[config.mk]
export PLATFORM = sky130hd
export DESIGN_NAME = alu_cmd_ctrl
export DESIGN_NICKNAME = d
export VERILOG_FILES = /design/src/rtl/alu_cmd_ctrl.sv
export SDC_FILE = /design/constraint.sdc
export NUM_CORES = 1
export LEC_CHECK = 0
export CAP_MARGIN = 20
export CORE_MARGIN = 5
export CORE_UTILIZATION = 41
export CTS_CLUSTER_SIZE = 12
export DETAILED_ROUTE_END_ITERATION = 8
export PLACE_DENSITY = 0.67
export SLEW_MARGIN = 40
export SYNTH_ARGS = -nofsm -noshare
export SYNTH_HDL_FRONTEND = slang
export SYNTH_SLANG_ARGS = --single-unit
[constraint.sdc]
create_clock -name clk -period 4.85 [get_ports clk]
set_input_delay 0.485 -clock clk [delete_from_list [all_inputs] [get_ports clk]]
set_output_delay 0.485 -clock clk [all_outputs]
set_load 0.005 [all_outputs]
[src/rtl/alu_cmd_ctrl.sv]
// Command-side ALU controller: one operation per in_valid/in_ready handshake,
// registered result and flags on an out_valid/out_ready channel, chained carry for ADC/SBB.
module alu_cmd_ctrl #(
  parameter int N = 4
) (
  input  logic         clk,
  input  logic         rst,
  input  logic         in_valid,
  output logic         in_ready,
  input  logic [3:0]   in_op,
  input  logic [N-1:0] in_a,
  input  logic [N-1:0] in_b,
  output logic         out_valid,
  input  logic         out_ready,
  output logic [N-1:0] out_y,
  output logic         out_c,
  output logic         out_z,
  output logic         out_n,
  output logic         out_v,
  output logic         out_err
);

  typedef enum logic [1:0] {IDLE, EXEC, DONE} state_t;

  state_t       state_q, state_d;
  logic [3:0]   op_q;
  logic [N-1:0] a_q, b_q;
  logic         carry_q;

  logic         is_add, is_sub, cin;
  logic [N-1:0] b_eff, y_d;
  logic [N:0]   sum;
  logic         c_d, v_d, err_d;

  always_ff @(posedge clk or posedge rst) begin
    if (rst) state_q <= IDLE;
    else     state_q <= state_d;
  end

  always_comb begin
    state_d = state_q;
    unique case (state_q)
      IDLE:    if (in_valid) state_d = EXEC;
      EXEC:    state_d = DONE;
      DONE:    if (out_ready) state_d = IDLE;
      default: state_d = IDLE;
    endcase
  end

  always_comb begin
    in_ready  = (state_q == IDLE);
    out_valid = (state_q == DONE);
  end

  // SUB/SBB share the adder with an inverted B; SUB forces carry-in, ADC/SBB take carry_q
  always_comb begin
    is_add = (op_q == 4'h0) || (op_q == 4'h8);
    is_sub = (op_q == 4'h1) || (op_q == 4'h9);
    b_eff  = is_sub ? ~b_q : b_q;
    cin    = 1'b0;
    if (op_q == 4'h1)                        cin = 1'b1;
    else if (op_q == 4'h8 || op_q == 4'h9)   cin = carry_q;
    sum    = {1'b0, a_q} + {1'b0, b_eff} + {{N{1'b0}}, cin};
    y_d    = '0;
    c_d    = 1'b0;
    v_d    = 1'b0;
    err_d  = 1'b0;
    case (op_q)
      4'h0, 4'h1, 4'h8, 4'h9: begin
        y_d = sum[N-1:0];
        c_d = sum[N];
        v_d = (a_q[N-1] == b_eff[N-1]) && (sum[N-1] != a_q[N-1]);
      end
      4'h2:    y_d = a_q & b_q;
      4'h3:    y_d = a_q | b_q;
      4'h4:    y_d = ~(a_q & b_q);
      4'h5:    y_d = ~(a_q | b_q);
      4'h6:    y_d = a_q ^ b_q;
      4'h7:    y_d = ~(a_q ^ b_q);
      default: err_d = 1'b1;
    endcase
  end

  always_ff @(posedge clk or posedge rst) begin
    if (rst) begin
      op_q    <= '0;
      a_q     <= '0;
      b_q     <= '0;
      carry_q <= 1'b0;
      out_y   <= '0;
      out_c   <= 1'b0;
      out_z   <= 1'b0;
      out_n   <= 1'b0;
      out_v   <= 1'b0;
      out_err <= 1'b0;
    end else begin
      if (state_q == IDLE && in_valid) begin
        op_q <= in_op;
        a_q  <= in_a;
        b_q  <= in_b;
      end
      if (state_q == EXEC) begin
        out_y   <= y_d;
        out_c   <= c_d;
        out_z   <= (y_d == '0);
        out_n   <= y_d[N-1];
        out_v   <= v_d;
        out_err <= err_d;
        if (is_add || is_sub) carry_q <= c_d;
      end
    end
  end

endmodule
==> flow_summary.ini, run 1 <==
[floorplanning]
start_util = 0.429
dieArea_um2 = 4840
dieWidth_um = 69.6
ioPinCount = 27
num_rows = 21
core-area_um2 = 3390
die_h_um = 69.6

[critical_path]
rr_startpoint = op_q[2]
cp_top_family = adder cells
critPathLaunch = op_q[2]
worstPathArrival_ns = 3.20
end_kind = flip-flop
required_ns = 5.07
critPathKind = reg -> reg
cp_max_fo = 18
path_cells = nor2_1 -> and2_1 -> xnor2_1 -> fa_1 -> fa_1 -> xnor2_1 -> a21oi_1 -> a41o_1
critPathLaunchType = flip-flop
path_buf_inv = 0
slowest_delay_ns = 0.61
cpMaxStageDelayCell = dfrtp_1

[global_route]
use_met2 = 0.238
met1_usage = 0.179
grt_usage = 0.140
antenna_found_initial = 0
grt_overflow = 0
grt-busiest-layer = met2
grt_start_max_net_pins = 24
grt_util_met3 = 0.0290
grt_pass1_wl_um = 5550
grt_pass1_vias = 1195

[clock_tree]
hold_buffers = 0
cts-root-buf = clkbuf_4
cts_tree = done
h-tree-depth = 1
cts-buffers-inserted = 3
clockBufferDepth = 2
postCtsSetupBuffers = 0
cts.repair.resized = 0
clkTransAtPathRegs_ns = 0.13
clock_latency_ns = 0.31
cts.sinks = 23

[yosys]
synth_cell_types = 35
yosys_warnings = 0
netlist_area_um2 = 1450
syn-num-nets = 186
syn_inst = 156
synth_largest_area_cell = dfrtp_1
avgSynthCellArea_um2 = 9.32
yosysSeqAreaShare = 0.396
yosys_register_bits = 23
synth_area_leaders = dfrtp_1 (40%), ha_1 (10%), o21ai_0 (5.9%)
synth_top_area_frac = 0.396

[route]
first_pass_iters = 4
drc = 0
vias = 1147
wirelength_um = 3050
drt-initial-drc-count = 52
postRouteAntennaNets = 0
post_drt_wl_per_cell_um = 13.6
via_per_inst = 5.12

[timing]
fin_tns_setup_ns = 0
rsz0062_at_grt = no
skew_ns = 0.00227
tightest_slew_ns = 0.709
hold_viol = 0
finalCritPeriodShare = 0.616
setup_viol = 0
clock.fmax_mhz = 335
period_needed_ns = 2.99
slew_violations = 0
relSlewSlack = 0.527

[status]
status = complete, no violations

[cells_and_area]
antennaDiodeCount = 0
final_common_cell = clkdlybuf4s50_1
syn2layout_area_growth_pct = 20.7
nNetsFinal = 209
drive_above_1_share = 0.0618
final_cell_mix = clkdlybuf4s50_1 (26), dfrtp_1 (23), nand2_1 (20)
fill_cells = 327
design_area_um2 = 1750

[power_and_ir_drop]
leakage_uw = 0.000786
peakVddDrop_v = 0.000266
p_per_area_nw_per_um2 = 674

[worst_hold_path]
hold_path_class = in -> async

[placement]
io_buffers = 26
gp_congestion = 0.914
placed_area_um2 = 1730
place_hpwl_um = 2360

[job]
cap_viol_max_count = 0
==> final cells by class <==
cell class / count / area (µm²) / area share
multi-input combinational: 113 / 788 / 0.449
sequential: 23 / 576 / 0.328
timing repair buffer: 26 / 260 / 0.148
tap: 46 / 57.6 / 0.0328
inverter: 12 / 45.0 / 0.0257
clock buffer: 3 / 22.5 / 0.0128
clock inverter: 1 / 5.00 / 0.00285
==> registers in the layout, summed over array words and instances, names as in the netlist <==
register  flops
out_y         4
state_q       2
b_q           4
carry_q       1
out_v         1
out_err       1
out_z         1
a_q           4
op_q          4
out_c         1
==> cell families (layout without fill, tap and decap cells) <==
| kind of cell | after synthesis | in the layout | share of synthesized area |
|---|---|---|---|
| simple gates | 50 | 50 | 0.164 |
| buf+inv | 20 | 42 | 0.0620 |
| xor+xnor | 7 | 7 | 0.0422 |
| fa+ha+maj | 14 | 14 | 0.131 |
| flops | 23 | 23 | 0.396 |
| mux | 9 | 9 | 0.0654 |
| compound gates | 33 | 33 | 0.140 |
==> worst paths after layout <==
kind	to	slack (ns)	cells after the start
min in group clk	out_c	0.49	2
worst min register to register	out_c	0.49	2
max in group asynchronous	state_q[1]	4.04	2
worst max-delay path	out_z	1.86	8
worst max register to register	out_z	1.86	8
worst min-delay path	op_q[1]	0.49	2
==> power by group <==
part / internal (µW) / switching [µW] / leakage [µW] / total [µW]
combinational: 352 / 357 / 0.000481 / 709
sequential: 277 / 105 / 0.000288 / 382
clock: 30.8 / 60.1 / 0.0000177 / 90.9
==> synthesized netlist by cell type <==
| library cell | count |
|---|---|
| ha_1 | 12 |
| a32o_1 | 1 |
| mux2_2 | 4 |
| a21oi_1 | 5 |
| nand2b_1 | 4 |
| xor2_1 | 1 |
| a22o_1 | 1 |
| fa_1 | 2 |
| nor2_1 | 8 |
| nand3_1 | 4 |
| and2b_4 | 1 |
| clkbuf_1 | 2 |
| buf_4 | 3 |
| o2111ai_1 | 1 |
| nand2_1 | 20 |
| nand3b_1 | 1 |
| o31ai_1 | 1 |
| nand4_1 | 1 |
| a41o_1 | 1 |
| xnor2_1 | 6 |
| o21ai_0 | 17 |
| and2_1 | 4 |
| o21a_1 | 1 |
| o21bai_1 | 1 |
| nor2b_1 | 3 |
| dfrtp_1 | 23 |
| buf_2 | 2 |
| inv_1 | 12 |
| clkbuf_2 | 1 |
| o22ai_1 | 1 |
| o221ai_1 | 1 |
| a31oi_1 | 1 |
| nor3_1 | 4 |
| a211oi_2 | 1 |
| mux2i_1 | 5 |
==> routing by layer <==
| metal | routed length (µm) | part of all wire | vias up |
|---|---|---|---|
| met3 | 144 | 0.047 | 4 |
| met1 | 1330 | 0.44 | 545 |
| met2 | 1540 | 0.51 | 30 |
| li1 | - | - | 568 |
| met5 | 0 | 0 | - |
| met4 | 29 | 0.0095 | 0 |
==> worst reg2reg max path, cell delays in order (launching register included) <==
cell and delay [ns]:
dfrtp_1 0.61, nor2_1 0.43, and2_1 0.33, xnor2_1 0.13, fa_1 0.44, fa_1 0.42, xnor2_1 0.16, a21oi_1 0.10
a41o_1 0.26
==> stage by stage <==
stage | power [µW] | cells | util | hold slack [ns] | setup slack, ns
floorplan | 895 | 156 | - | 0.438 | 2.32
global placement | 1070 | 220 | 0.509 | 0.453 | 2.08
detailed placement | 1100 | 220 | 0.509 | 0.459 | 1.92
CTS | 1190 | 224 | 0.518 | 0.489 | 1.87
global route | 1310 | 224 | 0.518 | 0.530 | 1.70
finish | 1180 | 224 | 0.518 | 0.487 | 1.86
(Power assumes the default switching activity.)
==> run 2, diff against run 1 <==
Clock period 4.85 ns to 2.89 ns, I/O delays scaled along.
==> flow_summary.ini, run 2 (synthesis gave the netlist of run 1 again) <==
[status]
status = complete, no violations

[power_and_ir_drop]
p_total_uw = 2060
p_per_area_nw_per_um2 = 1160
peakVddDrop_v = 0.000440
leakage_uw = 0.000801
swShare = 0.447
p_clk_frac = 0.076
combPwrFrac = 0.641
p_int_uw = 1140
power_frac_seq = 0.283
switchingPower_uw = 918

[cells_and_area]
antennaDiodeCount = 0
final_common_cell = clkdlybuf4s50_1
final_cell_mix = clkdlybuf4s50_1 (26), dfrtp_1 (23), nand2_1 (20)
nNetsFinal = 212
fill_cells = 321
design_area_um2 = 1780
syn2layout_area_growth_pct = 22.2
drive_above_1_share = 0.0773

[timing]
rsz0062_at_grt = no
setup_viol = 0
slew_violations = 0
tightest_slew_ns = 0.746
relSlewSlack = 0.503
skew_ns = 0.00443
finalCritPeriodShare = 0.827
period_needed_ns = 2.39
fin_tns_setup_ns = 0
hold_viol = 0
clock.fmax_mhz = 419
worst_slack_ns = 0.501

[global_route]
grt_pass1_wl_um = 5640
grt_usage = 0.140
grt_start_max_net_pins = 24
grt_overflow = 0
grt_pass1_vias = 1269
antenna_found_initial = 0

[clock_tree]
cts_tree = done
clock_latency_ns = 0.32
postCtsSetupBuffers = 0
cts.sinks = 23
cts-buffers-inserted = 3
clockBufferDepth = 2
hold_buffers = 0
h-tree-depth = 1
cts-root-buf = clkbuf_4
clkTransAtPathRegs_ns = 0.14
cts.repair.resized = 0

[floorplanning]
dieWidth_um = 69.6
num_rows = 21
core-area_um2 = 3390
ioPinCount = 27
die_h_um = 69.6
dieArea_um2 = 4840
start_util = 0.429

[route]
drc = 0
via_per_inst = 5.21
wirelength_um = 3280
drt-initial-drc-count = 55
postRouteAntennaNets = 0
first_pass_iters = 4
vias = 1183
post_drt_wl_per_cell_um = 14.4

[placement]
gp_congestion = 0.929
placed_area_um2 = 1750
pre_cts_slack_ns = 0.502
io_buffers = 26
place_hpwl_um = 2500

[critical_path]
end_kind = flip-flop
cp_max_fo = 4
critPathLaunchType = flip-flop
required_ns = 3.16
critPathKind = reg -> reg
worstPathArrival_ns = 2.66

[job]
cap_viol_max_count = 0

[worst_hold_path]
hold_path_class = in -> async
-- run 2: worst max-delay path, cell delays in order, from the launching register on --
cell	delay (ns)
dfrtp_1	0.40
nor2_1	0.14
and2_1	0.28
xnor2_1	0.12
fa_1	0.43
fa_1	0.50
nor3_1	0.04
nor3_1	0.23
a41o_1	0.21
-- run 2: stage by stage --
step / cells / hold WS [ns] / utilization
floorplan: 156 / 0.291 / -
global route: 227 / 0.346 / 0.524
global placement: 223 / 0.454 / 0.516
CTS: 227 / 0.318 / 0.524
detailed placement: 223 / 0.460 / 0.516
finish: 227 / 0.299 / 0.524
-- run 2: power groups by stage --
stage,clock network [µW],logic (µW),registers (µW)
finish,157,1320,582
global route,175,1460,605
CTS,159,1310,583
detailed placement,0,1300,591
global placement,0,1250,584
floorplan,0,933,570
-- run 2: layout make-up --
cell class	count	area (µm²)	share of cell area
clock buffers	3	22.5	0.0127
clock inverters	1	5.00	0.00282
inverters	12	45.0	0.0254
multi-input cells	113	788	0.444
flip-flops and latches	23	576	0.324
well taps	46	57.6	0.0324
repair buffers	29	283	0.159
-- run 2: worst paths after layout --
| path | startpoint | end | slack [ns] | cells after the start |
|---|---|---|---|---|
| min in group clk | out_c | out_c | 0.48 | 2 |
| worst min-delay path | rst | a_q[0] | 0.30 | 2 |
| worst max register to register | op_q[1] | out_z | 0.50 | 8 |
| worst min register to register | out_c | out_c | 0.48 | 2 |
| max in group asynchronous | rst | out_y[2] | 2.26 | 2 |
| worst max-delay path | op_q[1] | out_z | 0.50 | 8 |
-- run 2: metal layers --
| layer | part of all wire | track usage | vias up |
|---|---|---|---|
| met4 | 0.0076 | 0.0369 | 0 |
| met3 | 0.029 | 0.0246 | 4 |
| li1 | - | - | 573 |
| met5 | 0 | 0 | - |
| met1 | 0.45 | 0.171 | 583 |
| met2 | 0.51 | 0.252 | 23 |
